<file path="src/rtl/iir_biquad_mc.sv">
// Time-multiplexed Direct Form II biquad serving CH channels through one shared datapath.
// Each channel keeps its own w1/w2 delay line; output is registered one cycle after the state update.
module iir_biquad_mc #(
  parameter int W    = 14,
  parameter int FRAC = 11,
  parameter int CH   = 4,
  parameter int CHW  = (CH > 1) ? $clog2(CH) : 1
) (
  input  logic           CLK,
  input  logic           RST,
  input  logic [W-1:0]   DIN,
  input  logic           VIN,
  input  logic [CHW-1:0] CH_IN,
  input  logic [W-1:0]   B0,
  input  logic [W-1:0]   B1,
  input  logic [W-1:0]   B2,
  input  logic [W-1:0]   A1,
  input  logic [W-1:0]   A2,
  input  logic           BYPASS,
  input  logic           CLR,
  input  logic [CHW-1:0] CLR_CH,
  output logic [W-1:0]   DOUT,
  output logic           VOUT,
  output logic [CHW-1:0] CH_OUT,
  output logic           SAT,
  input  logic           SAT_CLR
);

  localparam int AW = 2 * W + 2;
  localparam logic signed [AW-1:0] SAT_MAX = {{(W + 3){1'b0}}, {(W - 1){1'b1}}};
  localparam logic signed [AW-1:0] SAT_MIN = {{(W + 3){1'b1}}, {(W - 1){1'b0}}};

  function automatic logic signed [AW-1:0] sx(input logic [W-1:0] v);
    return {{(AW - W){v[W-1]}}, v};
  endfunction

  function automatic logic ovf_w(input logic signed [AW-1:0] x);
    return (x > SAT_MAX) || (x < SAT_MIN);
  endfunction

  function automatic logic signed [W-1:0] sat_w(input logic signed [AW-1:0] x);
    if (x > SAT_MAX) return SAT_MAX[W-1:0];
    if (x < SAT_MIN) return SAT_MIN[W-1:0];
    return x[W-1:0];
  endfunction

  logic signed [W-1:0]  w1_q [CH];
  logic signed [W-1:0]  w2_q [CH];
  logic signed [W-1:0]  w1_d [CH];
  logic signed [W-1:0]  w2_d [CH];

  logic signed [W-1:0]  rd_w1, rd_w2;
  logic                 ch_ok, clr_ok, upd;
  logic signed [AW-1:0] fb, fb_sh, ff, ff_sh;
  logic signed [W-1:0]  w_v, y_v;

  logic                 vld_p1_q, vld_p1_d;
  logic signed [W-1:0]  dout_p1_q, dout_p1_d;
  logic [CHW-1:0]       ch_p1_q, ch_p1_d;
  logic                 sat_ev_p1_q, sat_ev_p1_d;

  logic                 vout_q, vout_d;
  logic signed [W-1:0]  dout_q, dout_d;
  logic [CHW-1:0]       ch_out_q, ch_out_d;
  logic                 sat_q, sat_d;

  assign ch_ok  = 32'(CH_IN) < 32'(CH);
  assign clr_ok = CLR && (32'(CLR_CH) < 32'(CH));
  assign upd    = VIN && ch_ok && !BYPASS;

  // Stage p0: state read (a same-channel clear forces a zero read) and arithmetic
  always_comb begin
    rd_w1 = '0;
    rd_w2 = '0;
    for (int c = 0; c < CH; c++) begin
      if (CH_IN == CHW'(c)) begin
        rd_w1 = w1_q[c];
        rd_w2 = w2_q[c];
      end
    end
    if (clr_ok && (CLR_CH == CH_IN)) begin
      rd_w1 = '0;
      rd_w2 = '0;
    end
  end

  always_comb begin
    fb    = (sx(DIN) <<< FRAC) - sx(A1) * sx(rd_w1) - sx(A2) * sx(rd_w2);
    fb_sh = fb >>> FRAC;
    w_v   = sat_w(fb_sh);
    ff    = sx(B0) * sx(w_v) + sx(B1) * sx(rd_w1) + sx(B2) * sx(rd_w2);
    ff_sh = ff >>> FRAC;
    y_v   = sat_w(ff_sh);
  end

  always_comb begin
    for (int c = 0; c < CH; c++) begin
      w1_d[c] = w1_q[c];
      w2_d[c] = w2_q[c];
      if (clr_ok && (CLR_CH == CHW'(c))) begin
        w1_d[c] = '0;
        w2_d[c] = '0;
      end
      if (upd && (CH_IN == CHW'(c))) begin
        w1_d[c] = w_v;
        w2_d[c] = rd_w1;
      end
    end
  end

  always_comb begin
    vld_p1_d    = VIN && ch_ok;
    dout_p1_d   = dout_p1_q;
    ch_p1_d     = ch_p1_q;
    sat_ev_p1_d = upd && (ovf_w(fb_sh) || ovf_w(ff_sh));
    if (vld_p1_d) begin
      dout_p1_d = BYPASS ? $signed(DIN) : y_v;
      ch_p1_d   = CH_IN;
    end
  end

  // Stage p1 -> output registers; saturation set beats a simultaneous clear
  always_comb begin
    vout_d   = vld_p1_q;
    dout_d   = vld_p1_q ? dout_p1_q : dout_q;
    ch_out_d = vld_p1_q ? ch_p1_q : ch_out_q;
    sat_d    = (sat_q && !SAT_CLR) || (vld_p1_q && sat_ev_p1_q);
  end

  always_ff @(posedge CLK) begin
    dout_p1_q   <= dout_p1_d;
    ch_p1_q     <= ch_p1_d;
    sat_ev_p1_q <= sat_ev_p1_d;
    if (RST) begin
      for (int c = 0; c < CH; c++) begin
        w1_q[c] <= '0;
        w2_q[c] <= '0;
      end
      vld_p1_q <= 1'b0;
      vout_q   <= 1'b0;
      dout_q   <= '0;
      ch_out_q <= '0;
      sat_q    <= 1'b0;
    end else begin
      for (int c = 0; c < CH; c++) begin
        w1_q[c] <= w1_d[c];
        w2_q[c] <= w2_d[c];
      end
      vld_p1_q <= vld_p1_d;
      vout_q   <= vout_d;
      dout_q   <= dout_d;
      ch_out_q <= ch_out_d;
      sat_q    <= sat_d;
    end
  end

  assign DOUT   = dout_q;
  assign VOUT   = vout_q;
  assign CH_OUT = ch_out_q;
  assign SAT    = sat_q;

endmodule

</file>
<file path="config.mk">
export PLATFORM = sky130hd
export DESIGN_NAME = iir_biquad_mc
export DESIGN_NICKNAME = d
export VERILOG_FILES = /design/src/rtl/iir_biquad_mc.sv
export SDC_FILE = /design/constraint.sdc
export NUM_CORES = 2
export LEC_CHECK = 0
export CAP_MARGIN = 40
export CORE_MARGIN = 2
export CORE_UTILIZATION = 50
export CTS_CLUSTER_DIAMETER = 50
export CTS_CLUSTER_SIZE = 10
export DETAILED_ROUTE_END_ITERATION = 10
export DONT_BUFFER_PORTS = 1
export HOLD_SLACK_MARGIN = 0.03
export RECOVER_POWER = 50
export SLEW_MARGIN = 20
export SYNTH_ARGS = -nofsm -noshare
export SYNTH_HDL_FRONTEND = slang
export SYNTH_SLANG_ARGS = --single-unit
</file>
<file path="constraint.sdc">
create_clock -name CLK -period 30.6 [get_ports CLK]
set_clock_uncertainty 0.2 [all_clocks]
set_input_delay 4.59 -clock CLK [delete_from_list [all_inputs] [get_ports CLK]]
set_output_delay 4.59 -clock CLK [all_outputs]
set_load 0.05 [all_outputs]
</file>
* Yosys cells after proc, flatten, opt, wreduce, memory -nomap -nowiden
Memories as Yosys holds them, arrays and structs flattened.
Cells that the tools add are included.
** Storage, ports and cells
- Latch bits :: 0
- Bits in registers :: 36
- Output and inout bits :: 18
- Memories :: 2
- Memory bits (read-only) :: 0
- Bits in writable memories :: 112
- Word-level logic and storage cells :: 111
** Memory list
- w1_q :: depth 4, bits a word 14, rd ports 4, clocked after memory_dff 0, wr ports 4, RTL line 47 : logic signed [W-1:0] w1_q [CH];
- w2_q :: depth 4, bits a word 14, rd ports 4, clocked after memory_dff 0, wr ports 4, RTL line 48 : logic signed [W-1:0] w2_q [CH];
** Cells by class
- Bitwise gates (word level) :: 8
- Muxes and demuxes :: 52
- Multipliers :: 5
- Divide/modulo/power cells :: 0
- $lt $le $gt $ge :: 4
- Eq/ne operators :: 7
- Reduce and logical (&&, ||, !) cells :: 21
- Shift operators :: 0
- Add/subtract/negate cells :: 4
** Operators by type and width (count)
- 2-to-1 mux 14 bit :: 43
- multiplier 14 x 14 -> 28 bit :: 5
- > comparator 19 x 14 -> 1 bit (second input constant) :: 2
- < comparator 19 x 14 -> 1 bit (second input constant) :: 2
- adder 29 x 28 -> 30 bit :: 1
- subtractor 29 x 28 -> 30 bit :: 1
- adder 28 x 28 -> 29 bit :: 1
- subtractor 25 x 28 -> 29 bit :: 1
- logical AND 1 bit :: 13
- 2-to-1 mux 1 bit :: 9
- == test 2 bit (second input constant) :: 4
- OR 1 bit :: 8
- == test 2 x 1 -> 1 bit (second input constant) :: 2
- logical NOT 2 bit :: 2
- logical OR 1 bit :: 4
- == test 2 bit :: 1
- logical NOT 1 bit :: 2

* Logic depth before layout (Yosys ltp)
- Depth in word-level cells :: 23
- Gate-level depth with buffers :: 72
- Gate-level depth less buffers :: 62

* Least setup slack after synthesis
Ideal clock, no wire load.
- Path kind :: input to register
- From :: in CH_IN[0]
- To :: reg dout_p1_q[10], data pin
- Setup time :: 0.264 ns
- Arrival time :: 21.537 ns
- Slack :: 8.598 ns
- Buffers on the path :: 8
- Stages on the path :: 62
- Cell sequence :: clkbuf_1 > buf_1 > clkbuf_1 > mux4_2 > and2_0 > nand2_1 > inv_1 > fa_1 > inv_1 > fa_1 > fa_1 > inv_1 > fa_1 > inv_1 > fa_1 > fa_1 > fa_1 > inv_1 > [... 26 more ...] > fa_1 > ha_1 > ha_1 > clkbuf_1 > a21o_1 > a21o_1 > a21o_1 > a21o_1 > a21o_1 > a21o_1 > a21o_1 > nor3_1 > a211oi_1 > o211ai_1 > buf_2 > nor4_1 > a32oi_1 > o31ai_2
** Between the ends
- Longest elaborated chain between the ends :: 23
- Elaborated cells between the ends (all ways) :: 42
** Ends and longest elaborated chain
- start: declaration :: RTL line 13 : input logic [CHW-1:0] CH_IN,
- logical NOT 2 bit :: RTL line 76 : if (CH_IN == CHW'(c)) begin
- 2-to-1 mux 14 bit (4 in series) :: RTL line 76
- 2-to-1 mux 14 bit :: RTL line 81 : if (clr_ok && (CLR_CH == CH_IN)) begin
- multiplier 14 x 14 -> 28 bit :: RTL line 88 : fb = (sx(DIN) <<< FRAC) - sx(A1) * sx(rd_w1) - sx(A2) * sx(rd_w2);
- subtractor 25 x 28 -> 29 bit :: RTL line 88
- subtractor 29 x 28 -> 30 bit :: RTL line 88
- < comparator 19 x 14 -> 1 bit :: RTL line 43 : if (x < SAT_MIN) return SAT_MIN[W-1:0];
- 2-to-1 mux 1 bit (2 in series) :: RTL line 43
- [... 2 more ...]
- multiplier 14 x 14 -> 28 bit :: RTL line 91 : ff = sx(B0) * sx(w_v) + sx(B1) * sx(rd_w1) + sx(B2) * sx(rd_w2);
- adder 28 x 28 -> 29 bit :: RTL line 91
- adder 29 x 28 -> 30 bit (*) :: RTL line 91
- < comparator 19 x 14 -> 1 bit :: RTL line 43
- 2-to-1 mux 1 bit (2 in series) :: RTL line 43
- 2-to-1 mux 14 bit :: RTL line 44 : return x[W-1:0];
- 2-to-1 mux 14 bit (*) :: RTL line 43
- 2-to-1 mux 14 bit (*) :: RTL line 117 : dout_p1_d = BYPASS ? $signed(DIN) : y_v;
- end signal: assignment :: RTL line 131 : dout_p1_q <= dout_p1_d;
- end: declaration :: RTL line 58 : logic signed [W-1:0] dout_p1_q, dout_p1_d;
Mark *: on every way between the ends. The rest lies on a longest branch, timed or not. The select of a mux whose other input is x is not followed.
A chain may end at the register's enable or synchronous reset.

* Worst setup path after layout
- From :: in CH_IN[1]
- To :: reg dout_p1_q[6], data pin
Same word-level chain as after synthesis.

==> impl_metrics.py <==
metrics = {
    "logic_synthesis": {
        "synth_top_area_cell": "fa_1",
        "synthArstFlopShare_pct": 0,
        "synth.top_cell.area_share_pct": 50.8,
        "synth_compound_area_share_pct": 5.46,
        "synth_flop_cell": "dfxtp_1",
        "synth-xor-area-share_pct": 1.21,
        "yosysMostFrequentCell": "inv_1",
        "syn-num-nets": 6535,
        "synth_top_family_by_area": "adder cells",
        "synth_cells": 4978,
        "syn_area_mm2": 0.0465,
        "synth-edff-count": 16,
        "synth_area_leaders": "fa_1, inv_1, ha_1",
        "ys_ff_latch": 148,
        "synth_fa_ha_area_share_pct": 58.4,
        "netlist_top_cells_count": "inv_1, fa_1, nand2_1",
        "synth_mux_area_share_pct": 1.67,
        "syn-mean-instance-area_um2": 9.35,
        "synth_cell_type_count": 78,
        "ys_warn_count": 0,
        "synth-simple-area-share_pct": 14.2,
        "synth_seq_area_share_pct": 6.71,
    },
    "clock_tree": {
        "htreeDepth": 4,
        "ctsHoldBuffers": 0,
        "numCtsBuffers": 17,
        "clock_latency_ps": 460,
        "cts-root-buf": "clkbuf_16",
        "cts_buffer_depth": 2,
        "cts_tree": "built",
        "cts_sinks": 148,
        "clkTransAtPathRegs_ps": 70,
        "post_cts.repair.setup_buffers": 0,
        "cts_resized": 0,
    },
    "finish": {
        "layout.nets": 6346,
        "syn_to_final_growth_pct": 3.78,
        "drive_gt1_share_pct": 3.58,
        "stdcell_count": 6051,
        "final_util_pct": 52.5,
        "fillCellCount": 8607,
    },
    "worst_setup_path": {
        "crit_path_max_incr_delay_ps": 740,
        "cp_max_fo": 180,
        "arrival_ps": 23910,
        "worstSetupStartpointType": "input port",
        "crit_top_cell": "fa_1",
        "crit_required_ps": 30680,
        "crit_slowest_cell": "fa_1",
        "path_class": "in -> reg",
        "end_kind": "register",
    },
    "floorplan": {
        "core_mm2": 0.0919,
        "initial_core_util_pct": 50.6,
        "num_rows": 111,
        "die_height_um": 309,
        "pin_count": 112,
        "die_w_um": 309,
        "dieArea_mm2": 0.0955,
    },
    "sta": {
        "worst_pin_slew_ps": 1790,
        "grt_setup_unrepaired": "false",
        "holdWs_ps": 295,
        "fmax_ghz": 0.0420,
        "worst_slew_margin_rel_pct": -19.1,
        "setup_viol": 0,
        "period_minus_slack_ps": 23830,
        "maxSlewViolCount": 87,
        "timing.setup.tns_ps": 0,
        "fin_crit_sh_pct": 77.9,
        "final_hold_viol_count": 0,
    },
    "run_status": {
        "outcome": "finished, violations left",
        "violations": "capacitance limit, slew limit",
    },
    "grt": {
        "gr-total-overflow": 0,
        "grt_use_total_pct": 31.1,
        "grt_max_degree": 181,
        "grt_pass1_wl_um": 220000,
        "antenna_found_initial": 8,
        "grt_pass1_vias": 35500,
    },
    "route": {
        "drtIter0Drc": 2829,
        "drc": 0,
        "ant_nets": 0,
        "dr.pass1.iters": 8,
        "vias": 33400,
        "vias_per_cell": 5.52,
        "wl_per_cell_um": 23.2,
        "totalWireLength_um": 140000,
    },
    "place": {
        "dp.cells": 6011,
        "gp_congestion": 0.944,
        "port_buffers": 0,
        "dp_hpwl_um": 114000,
    },
    "min_path": {
        "holdCritPathClass": "reg -> reg",
    },
    "run": {
        "drv_cap": 3,
    },
}
## area by class of cell
cell class	count	area [um2]	share of cell area (%)
multi-input combinational	3301	37700	78.1
inverter	1268	4760	9.85
sequential	148	3120	6.47
tap	1243	1560	3.22
timing repair buffer	53	539	1.12
clock buffer	18	439	0.909
clock inverter	14	140	0.290
antenna	6	15.0	0.0311
## metal layers
metal	GRT usage [%]	vias to the layer above	share of wire, %
met3	7.28	166	9.6
li1	-	14500	-
met2	47.7	1296	45
met4	7.12	4	2.7
met1	44.9	17500	42
met5	0	-	0.019
## flip-flops by register name, indices dropped and copies added (netlist names), 2 cells and up
signal     cells
DOUT          14
w2_q          56
CH_OUT         2
ch_p1_q        2
w1_q          56
dout_p1_q     14
## worst paths after layout
| check | slack [ps] | from | cells after the start | to |
|---|---|---|---|---|
| worst max-delay path | 6770 | CH_IN[1] | 55 | dout_p1_q[6] |
| worst min-delay path | 290 | ch_p1_q[1] | 2 | CH_OUT[1] |
| worst max register to register | 11280 | w1_q[2][0] | 52 | dout_p1_q[6] |
| worst min register to register | 290 | ch_p1_q[1] | 2 | CH_OUT[1] |
## worst max-delay path: cells and delay by family
family                     cells  cell delay [ps]
AOI/OAI and AO/OA             15             3820
xor gates and xnor gates       2              710
adders and majority gates     19             9580
buffers and inverters          9             1450
and+or+nand+nor               10             3590
## metrics by stage
| step | area, um2 | setup slack, ps |
|---|---|---|
| CTS | 48300 | 6990 |
| global route | 48300 | 5530 |
| detailed placement | 47700 | 6570 |
| global placement | 47500 | 6480 |
| finish | 48300 | 6770 |
| floorplan | 46500 | 8600 |
## placed cells by master (no fill, tap or decap), drive strengths merged, types with 43 or more instances in the layout
| cell type | n |
|---|---|
| a21oi | 61 |
| a22oi | 103 |
| and2 | 121 |
| and3 | 286 |
| buf | 50 |
| dfxtp | 132 |
| fa | 1182 |
| ha | 281 |
| inv | 1274 |
| nand2 | 575 |
| nor2 | 231 |
| nor2b | 43 |
| xnor2 | 48 |
## logic make-up after synthesis
group,count (synthesis)
buf+inv,1529
xor+xnor,62
compound gates,345
simple gates,1383
flops,148
mux,48
fa+ha+maj,1463
Power is left out: the tool's default activity adds up to more than one toggle a clock period on the data nets, which glitch-free logic cannot reach.
